[config.mk]
export PLATFORM = sky130hd
export DESIGN_NAME = trace_tx
export DESIGN_NICKNAME = d
export VERILOG_FILES = /design/src/rtl/trace_tx.sv
export SDC_FILE = /design/constraint.sdc
export NUM_CORES = 1
export LEC_CHECK = 0
export ABC_CLOCK_PERIOD_IN_PS = 7050
export CAP_MARGIN = 20
export CORE_ASPECT_RATIO = 0.9
export CORE_MARGIN = 8
export CORE_UTILIZATION = 32
export CTS_BUF_LIST = sky130_fd_sc_hd__clkbuf_4
export DETAILED_ROUTE_END_ITERATION = 7
export GPL_TIMING_DRIVEN = 0
export HOLD_SLACK_MARGIN = 0.02
export PLACE_DENSITY = 0.6
export SLEW_MARGIN = 20
export SYNTH_ARGS = -nofsm -noshare
export SYNTH_HDL_FRONTEND = slang
export SYNTH_SLANG_ARGS = --single-unit
[constraint.sdc]
create_clock -name clk -period 7.05 [get_ports clk]
set_input_delay 1.0575 -clock clk [delete_from_list [all_inputs] [get_ports clk]]
set_output_delay 1.0575 -clock clk [all_outputs]
set_load 0.1 [all_outputs]
[src/rtl/trace_tx.sv]
// rtl/trace_tx.sv - execution trace capture FIFO with 4-beat word serializer
module trace_tx #(
    parameter int DEPTH = 8
) (
    input  logic        clk,
    input  logic        rst_n,
    input  logic        wb_reg_write,
    input  logic [3:0]  wb_reg_sel,
    input  logic [15:0] wb_reg_data,
    input  logic        mem_read,
    input  logic        mem_write,
    input  logic [15:0] mem_addr,
    input  logic [15:0] mem_wdata,
    input  logic [15:0] mem_rdata,
    input  logic        hlt,
    output logic        tx_valid,
    input  logic        tx_ready,
    output logic [15:0] tx_data,
    output logic        tx_done,
    output logic        ovf,
    output logic [15:0] inst_count
);

    localparam int AW = $clog2(DEPTH);

    typedef enum logic {STREAM = 1'b0, DONE = 1'b1} state_t;

    state_t      state;
    state_t      state_nx;
    logic [63:0] mem [DEPTH];
    logic [AW:0] wr_ptr;
    logic [AW:0] rd_ptr;
    logic [1:0]  beat;
    logic        halted;
    logic [63:0] head;
    logic [63:0] rec;
    logic [15:0] mdata;
    logic        empty;
    logic        full;
    logic        ev;
    logic        counted;
    logic        accept;
    logic        pop;
    logic        push;

    // Extra pointer bit distinguishes full from empty when the indices match.
    assign empty   = (wr_ptr == rd_ptr);
    assign full    = (wr_ptr[AW] != rd_ptr[AW]) && (wr_ptr[AW-1:0] == rd_ptr[AW-1:0]);
    assign head    = mem[rd_ptr[AW-1:0]];
    assign ev      = !halted && (wb_reg_write || mem_read || mem_write || hlt);
    assign counted = ev && (hlt || wb_reg_write || mem_write);
    assign accept  = tx_valid && tx_ready;
    assign pop     = accept && (beat == 2'd3);
    // A pop on the same edge frees the slot, so a full FIFO can still take the push.
    assign push    = ev && (!full || pop);

    // Assemble the 64-bit record; unused fields are forced to zero.
    always_comb begin
        mdata = 16'h0000;
        if (mem_read) begin
            mdata = mem_rdata;
        end else if (mem_write) begin
            mdata = mem_wdata;
        end
        rec = {hlt, mem_write, mem_read, wb_reg_write,
               wb_reg_write ? wb_reg_sel : 4'h0,
               inst_count[7:0],
               wb_reg_write ? wb_reg_data : 16'h0000,
               (mem_read || mem_write) ? mem_addr : 16'h0000,
               mdata};
    end

    // Record storage; contents need no reset because pointers gate visibility.
    always_ff @(posedge clk) begin
        if (rst_n && push) begin
            mem[wr_ptr[AW-1:0]] <= rec;
        end
    end

    // Pointers, beat counter, event counter and sticky flags.
    always_ff @(posedge clk) begin
        if (!rst_n) begin
            wr_ptr     <= '0;
            rd_ptr     <= '0;
            beat       <= 2'd0;
            inst_count <= 16'h0000;
            halted     <= 1'b0;
            ovf        <= 1'b0;
        end else begin
            if (push) begin
                wr_ptr <= wr_ptr + 1'b1;
            end
            if (ev && !push) begin
                ovf <= 1'b1;
            end
            if (accept) begin
                beat <= beat + 2'd1;
            end
            if (pop) begin
                rd_ptr <= rd_ptr + 1'b1;
            end
            if (counted) begin
                inst_count <= inst_count + 16'd1;
            end
            if (ev && hlt) begin
                halted <= 1'b1;
            end
        end
    end

    // State register.
    always_ff @(posedge clk) begin
        if (!rst_n) begin
            state <= STREAM;
        end else begin
            state <= state_nx;
        end
    end

    // Finish after the halt record's last beat, or once drained if that record was dropped.
    always_comb begin
        state_nx = state;
        case (state)
            STREAM: begin
                if ((pop && head[63]) || (halted && empty)) begin
                    state_nx = DONE;
                end
            end
            DONE:    state_nx = DONE;
            default: state_nx = STREAM;
        endcase
    end

    // Output decode: beat selects one 16-bit slice of the head record.
    always_comb begin
        tx_valid = (state == STREAM) && !empty;
        tx_done  = (state == DONE);
        tx_data  = 16'h0000;
        if (tx_valid) begin
            case (beat)
                2'd0:    tx_data = head[63:48];
                2'd1:    tx_data = head[47:32];
                2'd2:    tx_data = head[31:16];
                default: tx_data = head[15:0];
            endcase
        end
    end

endmodule

==> results of run 1 <==
## cell usage after synthesis (4+ instances only)
cell and number:
sky130_fd_sc_hd__xnor2_1 13, sky130_fd_sc_hd__and3_1 17, sky130_fd_sc_hd__nand4_1 15, sky130_fd_sc_hd__nand2_1 41, sky130_fd_sc_hd__nor2_1 16, sky130_fd_sc_hd__mux4_1 28
sky130_fd_sc_hd__inv_1 8, sky130_fd_sc_hd__buf_2 22, sky130_fd_sc_hd__mux2i_1 25, sky130_fd_sc_hd__buf_12 5, sky130_fd_sc_hd__ha_1 8, sky130_fd_sc_hd__mux4_2 97
sky130_fd_sc_hd__nor3_1 12, sky130_fd_sc_hd__nand3_1 8, sky130_fd_sc_hd__dfxtp_1 32, sky130_fd_sc_hd__buf_4 15, sky130_fd_sc_hd__nand2b_1 4, sky130_fd_sc_hd__a22oi_1 27
sky130_fd_sc_hd__clkbuf_1 12, sky130_fd_sc_hd__a22o_1 16, sky130_fd_sc_hd__and2_1 42, sky130_fd_sc_hd__nor2b_1 24, sky130_fd_sc_hd__xor2_1 10, sky130_fd_sc_hd__edfxtp_1 512
sky130_fd_sc_hd__a21oi_1 15, sky130_fd_sc_hd__o21ai_0 5
## sequential cells by signal, indices dropped and copies added, names as in the netlist, named ones only
name,count
mem,512
inst_count,16
rd_ptr,4
wr_ptr,4
beat,2
halted,1
ovf,1
tx_done,1
## how the worst min path moves through the flow
stage                                 from                endpoint  cells after the start
detailed placement        ovf$_SDFFE_PN0P_        ovf$_SDFFE_PN0P_                      2
finish                    ovf$_SDFFE_PN0P_        ovf$_SDFFE_PN0P_                      2
CTS                       ovf$_SDFFE_PN0P_        ovf$_SDFFE_PN0P_                      2
global placement          ovf$_SDFFE_PN0P_        ovf$_SDFFE_PN0P_                      2
floorplan           wr_ptr[2]$_SDFFE_PN0N_  wr_ptr[2]$_SDFFE_PN0N_                      2
global route              ovf$_SDFFE_PN0P_        ovf$_SDFFE_PN0P_                      2
## per-layer routing
metal	part of all wire, %	global-route usage, %	up-vias
met5	0.090	0	-
met4	1.4	3.57	8
met3	7.7	4.45	90
met2	47	21.7	414
met1	44	18.6	5912
li1	-	-	5065
## power breakdown
part	leakage [nW]	switching, mW	internal [mW]
registers	4.97	0.0250	3.63
clock network	1.05	1.21	1.42
logic	2.52	0.433	0.191
## kinds of logic (layout without fill, tap and decap cells)
group	count (synthesis)	count (layout)	share of synthesized area (%)
compound gates	80	80	2.69
xor+xnor	23	23	0.932
fa+ha+maj	8	8	0.463
buf+inv	71	456	2.19
flops	544	544	74.1
mux	153	153	14.8
other cells	0	2	0
simple gates	192	192	4.82
## critical path: cells and delay by family, from the launching register on
kind,cells,cell delay (ns)
AOI/OAI and AO/OA,2,0.90
adders and majority gates,1,0.33
buffers and inverters,2,1.94
DFF,1,0.44
and+or+nand+nor,1,0.59
## metrics by stage
stage	hold slack, ns	std cells	area (µm²)
floorplan	0.482	1071	21600
global placement	0.498	2054	23800
detailed placement	0.495	2091	24500
CTS	0.528	2330	26200
global route	0.571	2331	26200
finish	0.523	2332	26200
## area by class of cell
| type | instances | share of cell area (%) |
|---|---|---|
| clock inverters | 30 | 0.696 |
| inverters | 8 | 0.114 |
| repair buffers | 146 | 6.50 |
| plain buffers | 63 | 1.69 |
| clock buffers | 209 | 5.98 |
| diodes | 2 | 0.0191 |
| multi-input cells | 456 | 19.8 |
| flip-flops and latches | 544 | 61.1 |
| well taps | 874 | 4.17 |
==> impl_results.rst, run 1 <==
.. list-table::
   :header-rows: 1

   * - Metric
     - Value
   * - Outcome
     - finished clean
   * - Post-layout utilization of the core
     - 39.2%
   * - Initial antenna violation count
     - 10
   * - Post-Syn Nets
     - 1,154
   * - Residual DRC count
     - 0
   * - TritonCTS Buffers
     - 140
   * - Top-area cell type share of the netlist area
     - 71.1%
   * - Horizontal die dimension
     - 290 µm
   * - Total number of placement rows
     - 90
   * - Total wire length after detailed routing
     - 53,400 µm
   * - Maximum vdd ir drop
     - 0.130 mV
   * - PD cells
     - 263 nW/µm²
   * - Sequential Area
     - 16,000 µm²
   * - Critical path origin
     - beat[0]$_SDFFE_PN0P_
   * - Commonest non-fill, non-tap cell in the layout
     - sky130_fd_sc_hd__edfxtp_1
   * - Min Tclk post-route
     - 6.07 ns
   * - Category of the most critical setup path
     - reg -> out
   * - Unrepaired setup endpoints after global routing
     - false
   * - Post-CTS setup buffer count
     - 0
   * - Critical path fanouts, max
     - 10
   * - Starting DRT DRC Count
     - 1,055
   * - Antenna violation net count after detailed routing
     - 0
   * - Post_cts resized
     - 0
   * - Required time worst endpoint
     - 5.99 ns
   * - Final Worst Setup Slack
     - 0.981 ns
   * - Routed vias
     - 11,489
   * - Worst-Skew Late Latency
     - 0.83 ns
   * - Total negative slack for setup checks
     - 0 ns
   * - Initial Utilization
     - 32.3%
   * - TritonCTS clock tree
     - built
   * - Hold Violations, Final
     - 0
   * - Die height
     - 263 µm
   * - Pin count of the biggest net entering global routing
     - 20
   * - Area of the die
     - 76,100 µm²
   * - Top-level I/O count
     - 110
   * - Number of warnings printed during yosys synthesis
     - 0
   * - Yosys top cell by area
     - sky130_fd_sc_hd__edfxtp_1
   * - Global-route usage over all layers
     - 13.8%
   * - CTS hold repair buffers
     - 0
   * - Post-synthesis cell count
     - 1,071
   * - Leakage component of the power
     - 8.54 nW
   * - Main area contributors after synthesis
     - sky130_fd_sc_hd__edfxtp_1, sky130_fd_sc_hd__mux4_2, sky130_fd_sc_hd__mux4_1
   * - Layout Skew
     - 0.0482 ns
   * - CTS clock-pin slew for the worst setup and hold paths
     - 0.06 ns
   * - Area growth from synthesis to layout
     - 21.3%
   * - Max-slew violation count
     - 0
   * - Synthesized area per cell
     - 20.2 µm²
   * - Clock Path Buffers
     - 3
   * - Clock Root Buffer
     - sky130_fd_sc_hd__clkbuf_4
   * - Worst Max-Slew Pin Slew
     - 1.01 ns
   * - Post-synthesis cell area
     - 21,600 µm²
   * - Number of max-cap violations
     - 0
   * - Worst slack, placed
     - 1.82 ns
   * - Share of flip-flops with an asynchronous set or reset after synthesis
     - 0%
   * - Via count of the first global-routing pass
     - 12,192
   * - Global-route wire length before repair
     - 78,700 µm
   * - IO buf count
     - 109
   * - Netlist cell types
     - 47
   * - Worst EP arrival
     - 5.01 ns
   * - Cell chain of the critical path
     - ha_1 > nor2b_1 > clkbuf_1 > a21oi_1 > a221oi_1 > clkdlybuf4s50_1
   * - Slew Limit Headroom
     - 32.3%
   * - Placeable Area
     - 66,900 µm²
   * - Crit path max-delay cell type
     - sky130_fd_sc_hd__clkdlybuf4s50_1
   * - Detail-routed net length per standard cell
     - 22.9 µm
   * - Commonest non-fill, non-tap cells in the layout
     - sky130_fd_sc_hd__edfxtp_1, sky130_fd_sc_hd__clkbuf_4, sky130_fd_sc_hd__clkdlybuf4s50_1
   * - Via-to-Cell Ratio
     - 4.93
   * - Count of flip-flops with a built-in enable after synthesis
     - 512
   * - Crit path largest cell delay
     - 1.27 ns
   * - First-pass iteration count of the detailed router
     - 5
   * - Critical R2R Launch
     - beat[0]$_SDFFE_PN0P_
   * - Overflow after GRT
     - 0
   * - R2R Path End
     - mem[4][18]$_DFFE_PP_
   * - Number of filler instances in the final layout
     - 6,141
   * - Post-synthesis sequential area ratio
     - 74.1%
   * - Synth Register Bits
     - 544
   * - CP endpoint kind
     - output port
   * - HPWL after DPL
     - 36,500 µm
   * - Share of final-layout standard cells stronger than drive strength 1
     - 28.6%
   * - Final Cycle Share
     - 86.1%
   * - NumNets Final
     - 1,442
   * - Reg2reg setup slack
     - 3.85 ns
   * - Leading register cell type out of synthesis
     - sky130_fd_sc_hd__edfxtp_1
   * - Routability cong.
     - 0.759
   * - Total area of multi-input combinational cells
     - 5190 µm²
   * - CTS H-tree depth
     - 4
   * - Maximum frequency from static timing analysis
     - 165 MHz
   * - Final setup violating endpoints
     - 0
   * - CP Launch Type
     - register
   * - Power, Total
     - 6.91 mW
   * - Worst reg-to-reg path cell count
     - 10
   * - HP Class
     - reg -> reg
   * - CTS Sinks
     - 544
   * - Critical path endpoint
     - tx_data[15]
No activity file was read; power rests on OpenSTA's default activity.
==> inputs of run 2 (changes only) <==
--- a/config.mk
+++ b/config.mk
@@ -9,12 +9,12 @@
 export CAP_MARGIN = 20
 export CORE_ASPECT_RATIO = 0.9
 export CORE_MARGIN = 8
-export CORE_UTILIZATION = 32
+export CORE_UTILIZATION = 56
 export CTS_BUF_LIST = sky130_fd_sc_hd__clkbuf_4
 export DETAILED_ROUTE_END_ITERATION = 7
 export GPL_TIMING_DRIVEN = 0
 export HOLD_SLACK_MARGIN = 0.02
-export PLACE_DENSITY = 0.6
+export PLACE_DENSITY = 0.88
 export SLEW_MARGIN = 20
 export SYNTH_ARGS = -nofsm -noshare
 export SYNTH_HDL_FRONTEND = slang
==> run 2 against run 1 <==
  * Die area decreased by 41%
  * Setup slack improved by 0.34 ns
  * Combinational power decreased by 1%
  * Sequential power about the same
  * Largest cell class unchanged
==> impl_results.rst, run 2 (same netlist as run 1, synthesis figures left out) <==
.. list-table::
   :header-rows: 1

   * - Metric
     - Value
   * - Outcome
     - finished clean
   * - Maximum frequency from static timing analysis
     - 175 MHz
   * - Total non-filler cell area in the finished layout
     - 25,700 µm²
   * - Max-slew violation count
     - 0
   * - Most Used Layer, Global Route
     - met2
   * - Critical path fanouts, max
     - 10
   * - IO buf count
     - 109
   * - Via-to-Cell Ratio
     - 6.31
   * - Global-route met3 utilization
     - 6.96%
   * - Maximum vdd ir drop
     - 0.141 mV
   * - Leakage component of the power
     - 8.47 nW
   * - Total number of placement rows
     - 68
   * - CP Launch Type
     - register
   * - Min Tclk post-route
     - 5.73 ns
   * - Reported net switching power
     - 1.68 mW
   * - Post_cts resized
     - 0
   * - Layout Skew
     - 0.0544 ns
   * - Final Cycle Share
     - 81.2%
   * - HPWL after DPL
     - 35,200 µm
   * - Category of the most critical setup path
     - reg -> out
   * - Top-level I/O count
     - 110
   * - Number of cells in the finished layout apart from fillers
     - 1,927
   * - Number of max-cap violations
     - 0
   * - Routed vias
     - 12,164
   * - Overflow after GRT
     - 0
   * - Routability cong.
     - 0.805
   * - Number of filler instances in the final layout
     - 2,313
   * - Total wire length after detailed routing
     - 53,200 µm
   * - Internal power summed over all cells
     - 5.18 mW
   * - M1 GR Usage
     - 30.3%
   * - Initial Utilization
     - 56.6%
   * - Initial antenna violation count
     - 2
   * - Final setup violating endpoints
     - 0
   * - Clock Root Buffer
     - sky130_fd_sc_hd__clkbuf_4
   * - Global-route wire length before repair
     - 78,900 µm
   * - TritonCTS clock tree
     - built
   * - Worst Max-Slew Pin Slew
     - 0.996 ns
   * - Global-route usage over all layers
     - 23.6%
   * - CTS Sinks
     - 544
   * - Met2 Track Usage GR
     - 38.0%
   * - Post-CTS setup buffer count
     - 0
   * - Pin count of the biggest net entering global routing
     - 22
   * - Proportion of power drawn by combinational gates
     - 9.0%
   * - CTS hold repair buffers
     - 0
   * - Commonest non-fill, non-tap cells in the layout
     - sky130_fd_sc_hd__edfxtp_1, sky130_fd_sc_hd__clkbuf_4, sky130_fd_sc_hd__clkdlybuf4s50_1
   * - Largest register FFs
     - 512
   * - Slew Limit Headroom
     - 33.4%
   * - Horizontal die dimension
     - 223 µm
   * - HP Class
     - reg -> reg
   * - PD cells
     - 267 nW/µm²
   * - Unrepaired setup endpoints after global routing
     - false
   * - Dpl cell area
     - 24,000 µm²
   * - Placed cell count
     - 1,708
   * - Area growth from synthesis to layout
     - 18.7%
   * - Area of the die
     - 45,200 µm²
   * - Power share of the sequential group
     - 53.4%
   * - Starting DRT DRC Count
     - 1,570
   * - Required time worst endpoint
     - 5.99 ns
   * - CP endpoint kind
     - output port
   * - Via count of the first global-routing pass
     - 12,943
   * - Commonest non-fill, non-tap cell in the layout
     - sky130_fd_sc_hd__edfxtp_1
   * - Die height
     - 202 µm
   * - Detail-routed net length per standard cell
     - 27.6 µm
   * - Share of final-layout standard cells stronger than drive strength 1
     - 27.0%
   * - First-pass iteration count of the detailed router
     - 6
   * - Portion of total power attributed to the clock network
     - 37.6%
   * - Placeable Area
     - 38,200 µm²
   * - CTS clock-pin slew for the worst setup and hold paths
     - 0.07 ns
   * - Worst EP arrival
     - 4.67 ns
   * - TritonCTS Buffers
     - 134
   * - Worst-Skew Late Latency
     - 0.81 ns
   * - Sw Share
     - 24.5%
   * - Hold Violations, Final
     - 0
   * - Residual DRC count
     - 0
   * - Antenna violation net count after detailed routing
     - 0
   * - Clock Path Buffers
     - 3
   * - NumNets Final
     - 1,437
   * - CTS H-tree depth
     - 4
run 2: cell types whose count changed in the layout (fill, tap and decap cells not counted), sizes merged:
cell      before  now
clkbuf       223  193
bufinv         2    5
buf           84   85
inv           13   12
clkinvlp       3    1
clkinv        20   29
diode          2    1
run 2: power by group through the flow:
| stage | sequential, mW | clock, mW | combinational [mW] |
|---|---|---|---|
| after global routing | 3.66 | 2.76 | 0.640 |
| final | 3.66 | 2.57 | 0.618 |
| after detailed placement | 3.73 | 0 | 0.609 |
| after floorplan | 3.73 | 0 | 0.357 |
| after global placement | 3.74 | 0 | 0.558 |
| after CTS | 3.66 | 2.61 | 0.612 |
run 2: worst max-delay path: stages (launching register included):
cell,delay (ns)
sky130_fd_sc_hd__dfxtp_1,0.46
sky130_fd_sc_hd__ha_1,0.34
sky130_fd_sc_hd__nor2b_1,0.49
sky130_fd_sc_hd__clkbuf_1,0.71
sky130_fd_sc_hd__a22oi_1,0.21
sky130_fd_sc_hd__nand4_1,0.34
sky130_fd_sc_hd__and3_1,0.22
sky130_fd_sc_hd__clkdlybuf4s50_1,1.14
run 2: worst paths after layout:
check / start / endpoint / slack [ns] / cells past startpoint
max: beat[0]$_SDFFE_PN0P_ / tx_data[6] / 1.32 / 7
min: ovf$_SDFFE_PN0P_ / ovf$_SDFFE_PN0P_ / 0.51 / 2
max reg2reg: beat[0]$_SDFFE_PN0P_ / mem[1][42]$_DFFE_PP_ / 4.07 / 9
min reg2reg: ovf$_SDFFE_PN0P_ / ovf$_SDFFE_PN0P_ / 0.51 / 2
run 2: per-stage QoR:
stage | hold WS (ns) | setup TNS [ns] | power (mW) | utilization [%] | worst slack (ns)
floorplan | 0.482 | 0 | 4.09 | - | 0.129
global placement | 0.488 | -1363.45 | 4.30 | 61.0 | -5.20
detailed placement | 0.485 | 0 | 4.34 | 62.9 | 2.18
CTS | 0.514 | 0 | 6.88 | 67.2 | 1.35
global route | 0.552 | 0 | 7.06 | 67.2 | 1.14
finish | 0.515 | 0 | 6.85 | 67.2 | 1.32
run 2: per-layer routing:
metal / part of all wire, % / routed length (µm) / vias up
met5: 0.030 / 16 / -
met4: 2.5 / 1360 / 2
met3: 12 / 6150 / 121
met1: 37 / 19400 / 6143
met2: 49 / 26200 / 856
li1: - / - / 5042
run 2: final cells by class:
class / count / area [µm²] / area share [%]
clock inverters: 39 / 284 / 1.11
multi-input cells: 456 / 5190 / 20.2
flip-flops and latches: 544 / 16000 / 62.4
well taps: 490 / 613 / 2.39
clock buffers: 179 / 1340 / 5.24
plain buffers: 63 / 443 / 1.73
diodes: 1 / 2.50 / 0.00975
inverters: 8 / 30.0 / 0.117
repair buffers: 147 / 1740 / 6.79
